<file path="src/rtl/program_loader.sv">
// program_loader: loads a program from a UART byte stream into instruction memory.
//   The stream is a 4-byte little-endian word count N followed by 4N data bytes,
//   packed into little-endian 32-bit words.
// Latency: each word is written the cycle after its 4th byte arrives. The ack/nak
//   byte is presented the cycle after the last word (or after length/checksum check).
// Backpressure: rx has no backpressure and every byte is taken. tx_valid/tx_data
//   hold until tx_ready.
// Optional feature: define PROGRAM_LOADER_CHECKSUM_EN to require a trailing byte
//   equal to the modulo-256 sum of all data bytes before the ack is sent.
// Ports:
//   clk, rst              - clock, synchronous active-high reset
//   rx_data/rx_valid      - received byte strobe (may be back-to-back)
//   tx_data/tx_valid      - ack/nak byte to the transmitter, accepted on tx_ready
//   tx_ready
//   imem_we/imem_addr     - one-cycle instruction-memory word write
//   imem_wdata
//   core_start            - level, high after a successful load
//   busy                  - high from the first length byte until ack/nak accepted
//   error                 - sticky, high after a nak
module program_loader #(
  parameter int         ADDR_WIDTH = 12,
  parameter logic [7:0] ACK_BYTE   = 8'hAA,
  parameter logic [7:0] NAK_BYTE   = 8'hEE
) (
  input  logic                  clk,
  input  logic                  rst,
  input  logic [7:0]            rx_data,
  input  logic                  rx_valid,
  output logic [7:0]            tx_data,
  output logic                  tx_valid,
  input  logic                  tx_ready,
  output logic                  imem_we,
  output logic [ADDR_WIDTH-1:0] imem_addr,
  output logic [31:0]           imem_wdata,
  output logic                  core_start,
  output logic                  busy,
  output logic                  error
);

  typedef enum logic [2:0] {
    S_LEN,
    S_LCHK,
    S_DATA,
    S_CHK,
    S_ACK,
    S_NAK,
    S_DONE,
    S_ERR
  } state_t;

  localparam logic [32:0]         CAPACITY = 33'd1 << ADDR_WIDTH;
  localparam logic [ADDR_WIDTH:0] WCNT_ONE = {{ADDR_WIDTH{1'b0}}, 1'b1};

  state_t                state_q, state_n;
  logic [1:0]            byte_cnt_q, byte_cnt_n;
  logic [ADDR_WIDTH:0]   word_cnt_q, word_cnt_n;
  logic [23:0]           asm_q, asm_n;
  logic [31:0]           len_q, len_n;
  logic [7:0]            tx_data_n;
  logic                  tx_valid_n;
  logic                  imem_we_n;
  logic [ADDR_WIDTH-1:0] imem_addr_n;
  logic [31:0]           imem_wdata_n;
  logic                  core_start_n;
  logic                  busy_n;
  logic                  error_n;
`ifdef PROGRAM_LOADER_CHECKSUM_EN
  logic [7:0]            sum_q, sum_n;
`endif

  logic len_ok;
  logic last_word;

  // Word count is one bit wider than the address so N = 2**ADDR_WIDTH fits.
  assign len_ok    = (len_q != 32'd0) && ({1'b0, len_q} <= CAPACITY);
  assign last_word = (word_cnt_q + WCNT_ONE) == len_q[ADDR_WIDTH:0];

  // Lanes 0..2 are buffered; lane 3 completes the word straight from rx_data,
  // so the buffer is free for the next word's first byte in the write cycle.
  function automatic logic [23:0] put_lane(input logic [23:0] cur,
                                           input logic [1:0]  lane,
                                           input logic [7:0]  b);
    logic [23:0] r;
    r = cur;
    case (lane)
      2'd0:    r[7:0]   = b;
      2'd1:    r[15:8]  = b;
      2'd2:    r[23:16] = b;
      default: r = cur;
    endcase
    return r;
  endfunction

  always_ff @(posedge clk) begin
    if (rst) begin
      state_q    <= S_LEN;
      byte_cnt_q <= '0;
      word_cnt_q <= '0;
      asm_q      <= '0;
      len_q      <= '0;
      tx_data    <= '0;
      tx_valid   <= 1'b0;
      imem_we    <= 1'b0;
      imem_addr  <= '0;
      imem_wdata <= '0;
      core_start <= 1'b0;
      busy       <= 1'b0;
      error      <= 1'b0;
`ifdef PROGRAM_LOADER_CHECKSUM_EN
      sum_q      <= '0;
`endif
    end else begin
      state_q    <= state_n;
      byte_cnt_q <= byte_cnt_n;
      word_cnt_q <= word_cnt_n;
      asm_q      <= asm_n;
      len_q      <= len_n;
      tx_data    <= tx_data_n;
      tx_valid   <= tx_valid_n;
      imem_we    <= imem_we_n;
      imem_addr  <= imem_addr_n;
      imem_wdata <= imem_wdata_n;
      core_start <= core_start_n;
      busy       <= busy_n;
      error      <= error_n;
`ifdef PROGRAM_LOADER_CHECKSUM_EN
      sum_q      <= sum_n;
`endif
    end
  end

  always_comb begin
    state_n      = state_q;
    byte_cnt_n   = byte_cnt_q;
    word_cnt_n   = word_cnt_q;
    asm_n        = asm_q;
    len_n        = len_q;
    tx_data_n    = tx_data;
    tx_valid_n   = tx_valid;
    imem_we_n    = 1'b0;
    imem_addr_n  = imem_addr;
    imem_wdata_n = imem_wdata;
    core_start_n = core_start;
    busy_n       = busy;
    error_n      = error;
`ifdef PROGRAM_LOADER_CHECKSUM_EN
    sum_n        = sum_q;
`endif

    case (state_q)
      S_LEN: begin
        if (rx_valid) begin
          busy_n     = 1'b1;
          byte_cnt_n = byte_cnt_q + 2'd1;
          if (byte_cnt_q == 2'd3) begin
            len_n   = {rx_data, asm_q};
            state_n = S_LCHK;
          end else begin
            asm_n = put_lane(asm_q, byte_cnt_q, rx_data);
          end
        end
      end

      // Length is checked here; a data byte sent back-to-back with the
      // length lands in this cycle and is kept if the length is accepted.
      S_LCHK: begin
        if (!len_ok) begin
          state_n    = S_NAK;
          tx_valid_n = 1'b1;
          tx_data_n  = NAK_BYTE;
        end else begin
          state_n    = S_DATA;
          word_cnt_n = '0;
          if (rx_valid) begin
            asm_n      = put_lane(asm_q, 2'd0, rx_data);
            byte_cnt_n = 2'd1;
`ifdef PROGRAM_LOADER_CHECKSUM_EN
            sum_n      = rx_data;
`endif
          end
        end
      end

      S_DATA: begin
        if (rx_valid) begin
          byte_cnt_n = byte_cnt_q + 2'd1;
`ifdef PROGRAM_LOADER_CHECKSUM_EN
          sum_n      = sum_q + rx_data;
`endif
          if (byte_cnt_q == 2'd3) begin
            imem_we_n    = 1'b1;
            imem_wdata_n = {rx_data, asm_q};
            imem_addr_n  = word_cnt_q[ADDR_WIDTH-1:0];
            word_cnt_n   = word_cnt_q + WCNT_ONE;
            if (last_word) begin
`ifdef PROGRAM_LOADER_CHECKSUM_EN
              state_n    = S_CHK;
`else
              state_n    = S_ACK;
              tx_valid_n = 1'b1;
              tx_data_n  = ACK_BYTE;
`endif
            end
          end else begin
            asm_n = put_lane(asm_q, byte_cnt_q, rx_data);
          end
        end
      end

`ifdef PROGRAM_LOADER_CHECKSUM_EN
      S_CHK: begin
        if (rx_valid) begin
          tx_valid_n = 1'b1;
          if (rx_data == sum_q) begin
            state_n   = S_ACK;
            tx_data_n = ACK_BYTE;
          end else begin
            state_n   = S_NAK;
            tx_data_n = NAK_BYTE;
          end
        end
      end
`endif

      S_ACK: begin
        if (tx_valid && tx_ready) begin
          tx_valid_n   = 1'b0;
          busy_n       = 1'b0;
          core_start_n = 1'b1;
          state_n      = S_DONE;
        end
      end

      S_NAK: begin
        if (tx_valid && tx_ready) begin
          tx_valid_n = 1'b0;
          busy_n     = 1'b0;
          error_n    = 1'b1;
          state_n    = S_ERR;
        end
      end

      default: begin
        // DONE / ERR are terminal until rst.
      end
    endcase
  end

endmodule

</file>
<file path="config.mk">
export PLATFORM = sky130hd
export DESIGN_NAME = program_loader
export DESIGN_NICKNAME = d
export VERILOG_FILES = /design/src/rtl/program_loader.sv
export SDC_FILE = /design/constraint.sdc
export NUM_CORES = 1
export LEC_CHECK = 0
export BUFFER_PORTS_ARGS = -buffer_cell sky130_fd_sc_hd__buf_2
export CAP_MARGIN = 25
export CORE_MARGIN = 5
export CORE_UTILIZATION = 55
export CTS_BUF_LIST = sky130_fd_sc_hd__clkbuf_8
export CTS_CLUSTER_SIZE = 30
export DETAILED_ROUTE_END_ITERATION = 8
export GPL_TIMING_DRIVEN = 0
export MAX_ROUTING_LAYER = met4
export PLACE_DENSITY = 0.77
export SLEW_MARGIN = 10
export SYNTH_ARGS = -nofsm -noshare
export SYNTH_HDL_FRONTEND = slang
export SYNTH_SLANG_ARGS = --single-unit
</file>
<file path="constraint.sdc">
create_clock -name clk -period 3.5 [get_ports clk]
set_input_delay 0.7 -clock clk [delete_from_list [all_inputs] [get_ports clk]]
set_output_delay 0.7 -clock clk [all_outputs]
set_load 0.02 [all_outputs]
</file>
==> results.toml <==
[run_status]
status = "finished, final reports clean"

[worst_setup_path]
crit_chain = "ha_1, nand3_1, nor3_1, xnor2_1, nand3_1, or4_4, o31a_1"
end_kind = "flip-flop"
crit_top_cell = "nand3_1"
cp_max_fo = 7
cp_top_family = "simple AND/OR/NAND/NOR gates"
path_class = "reg -> reg"
r2r-start = "word_cnt_q[0]$_SDFFE_PP0P_"
r2r_setup_slack_ns = 0.76
worstPathArrival_ns = 3.08
cp-startpoint = "word_cnt_q[0]$_SDFFE_PP0P_"
path_buf_inv = 0
required_ns = 3.84
cpPeakStageDelay_ns = 0.54
critPathLaunchType = "flip-flop"
critPathSlowestCell = "or4_4"

[min_path]
hp-class = "reg -> reg"
min_from = "imem_addr[4]$_SDFFE_PP0P_"

[placement]
placed_area_um2 = 5740
dp.cells = 866
place_ws_ns = 0.801
hpwl_mm = 10.5
gp_congestion = 0.928
port_buffers = 66

[timing]
drv_slew = 0
period_share = 0.784
finalWorstSetupSlack_ns = 0.757
rsz0062_at_grt = "no"
maxSlewHeadroom = 0.472
min_period_ns = 2.74
hold_viol = 0
worstMarginPinSlew_ns = 0.789
finalSetupViolCount = 0
skew_ns = 0.0158
fmax_mhz = 365
worst_hold_slack_ns = 0.451
tns_ns = 0

[drt]
wl_per_cell_um = 16.1
dr.pass1.iters = 5
drc = 0
drt_first_iter_violations = 361
avgViaCountPerCell = 5.57
vias = 5006
antenna_left = 0
routed_wl_mm = 14.5

[die]
rows = 35
pin_count = 69
start_util = 0.564
core_area_um2 = 9280
die_area_um2 = 11600
die_x_um = 108
fp.dieH_um = 108

[clock_network]
cts_resized = 0
clock_latency_ns = 0.44
path_clk_slew_ns = 0.09
cts_sinks = 125
cts_tree = "yes"
htree_levels = 4
max-clock-path-buffers = 2
cts_made_buffers = 17
cts_setup_buffers = 0
cts_hold_buf = 0
cts_root_buf = "clkbuf_8"

[cells_and_area]
final_layout_size_suffix_gt1_frac = 0.152
nets = 773
final_cells = 898
multi_input_area_um2 = 2460
fill_cells = 844
final_util = 0.659
diodes = 0
seqCellArea_um2 = 2500
area_growth_pct = 16.8
final_area_um2 = 6120

[synthesis]
synth_cell_type_count = 49
syn_area_um2 = 5240
synth_area_leaders = "dfxtp_1, nand2_1, a21oi_1"
synth_edf_count = 0
synth_ff_type = "dfxtp_1"
synth_area_leader_cell = "dfxtp_1"
synth.top_cell.area_share = 0.478
yosys_warnings = 0
yosysSeqAreaShare = 0.478
synth_area_per_cell_um2 = 7.82
async_reset_ff_frac = 0
synth-seq-cells = 125
synthCells = 670

[power]
power.leakage_nw = 2.33
power_mw = 2.82
powerDensity_nw_per_um2 = 461
irDropWorstVdd_mv = 0.369

[grt]
grt_pass1_vias = 4734
grt-ovfl-total = 0
grtUsageTotal = 0.269
grt_max_degree = 17
grt_pass1_wl_mm = 23.7
antenna_found_initial = 0

[flow_run]
maxCapViolations = 0
==> placed cells by master, fill, tap and decap left out, types with 14 or more instances in the layout <==
cell type and count:
a21oi_1 111, dfxtp_1 125, nand2_1 187, nand3_1 27, clkbuf_8 18, clkbuf_1 39, buf_2 69, nor2_1 34
o21ai_0 14
==> worst paths after layout <==
path,depth (start not counted),endpoint
hold reg to reg,2,imem_addr[4]$_SDFFE_PP0P_
setup / recovery,7,state_q[1]$_SDFFE_PP0P_
setup reg to reg,7,state_q[1]$_SDFFE_PP0P_
hold / removal,2,imem_addr[4]$_SDFFE_PP0P_
==> report_power, final <==
| group | internal [mW] | switching, mW | total, mW |
|---|---|---|---|
| Combinational | 0.0451 | 0.104 | 0.149 |
| Clock | 0.591 | 0.621 | 1.21 |
| Sequential | 1.44 | 0.0164 | 1.46 |
==> flip-flops by register name, summed over array words and instances (netlist names) <==
| register | flops |
|---|---|
| len_q | 32 |
| byte_cnt_q | 2 |
| word_cnt_q | 13 |
| core_start | 1 |
| tx_data | 2 |
| asm_q | 24 |
| busy | 1 |
| state_q | 3 |
| error | 1 |
| imem_addr | 12 |
| tx_valid | 1 |
| imem_we | 1 |
| imem_wdata | 32 |
==> layout make-up <==
| type | instances | area share |
|---|---|---|
| buffer | 55 | 0.0411 |
| inverter | 8 | 0.00491 |
| clock buffer | 18 | 0.0405 |
| multi-input combinational | 483 | 0.402 |
| timing repair buffer | 66 | 0.0540 |
| tap | 129 | 0.0264 |
| sequential | 125 | 0.409 |
| clock inverter | 14 | 0.0223 |
==> tightest hold or removal path: cells and delay by family (launching register included) <==
kind | cells | cell delay [ns]
AO/OA/AOI/OAI | 1 | 0.05
AND/OR/NAND/NOR | 1 | 0.05
flip-flops | 1 | 0.31
==> Yosys cell counts, drive strengths merged (5+ instances only) <==
master and instances:
dfxtp 125, xnor2 9, a211oi 6, mux2i 8, a21oi 111, o31ai 5
a31oi 8, nor2 34, nor3 9, inv 8, xor2 7, nand3 27
o21ai 14, nor4 8, buf 16, clkbuf 39, ha 5, nand2 187
==> logic make-up after synthesis <==
kind of cell             count (synthesis)  synth area share
multiplexers                             8            0.0153
adder cells (fa/ha/maj)                  5            0.0119
other                                    1          0.000716
AND/OR/NAND/NOR                        288             0.236
AO/OA/AOI/OAI                          164             0.178
XOR/XNOR                                16            0.0267
flip-flops                             125             0.478
buffers and inverters                   63            0.0537
==> layer usage <==
| layer | wire, um | share of wire | track usage | up-vias |
|---|---|---|---|---|
| met4 | 380 | 0.026 | 0.0965 | 0 |
| met3 | 894 | 0.062 | 0.0552 | 33 |
| met5 | 0 | 0 | - | - |
| met1 | 6260 | 0.43 | 0.333 | 2349 |
| li1 | - | - | - | 2443 |
| met2 | 6950 | 0.48 | 0.436 | 181 |
(Power assumes the default switching activity.)
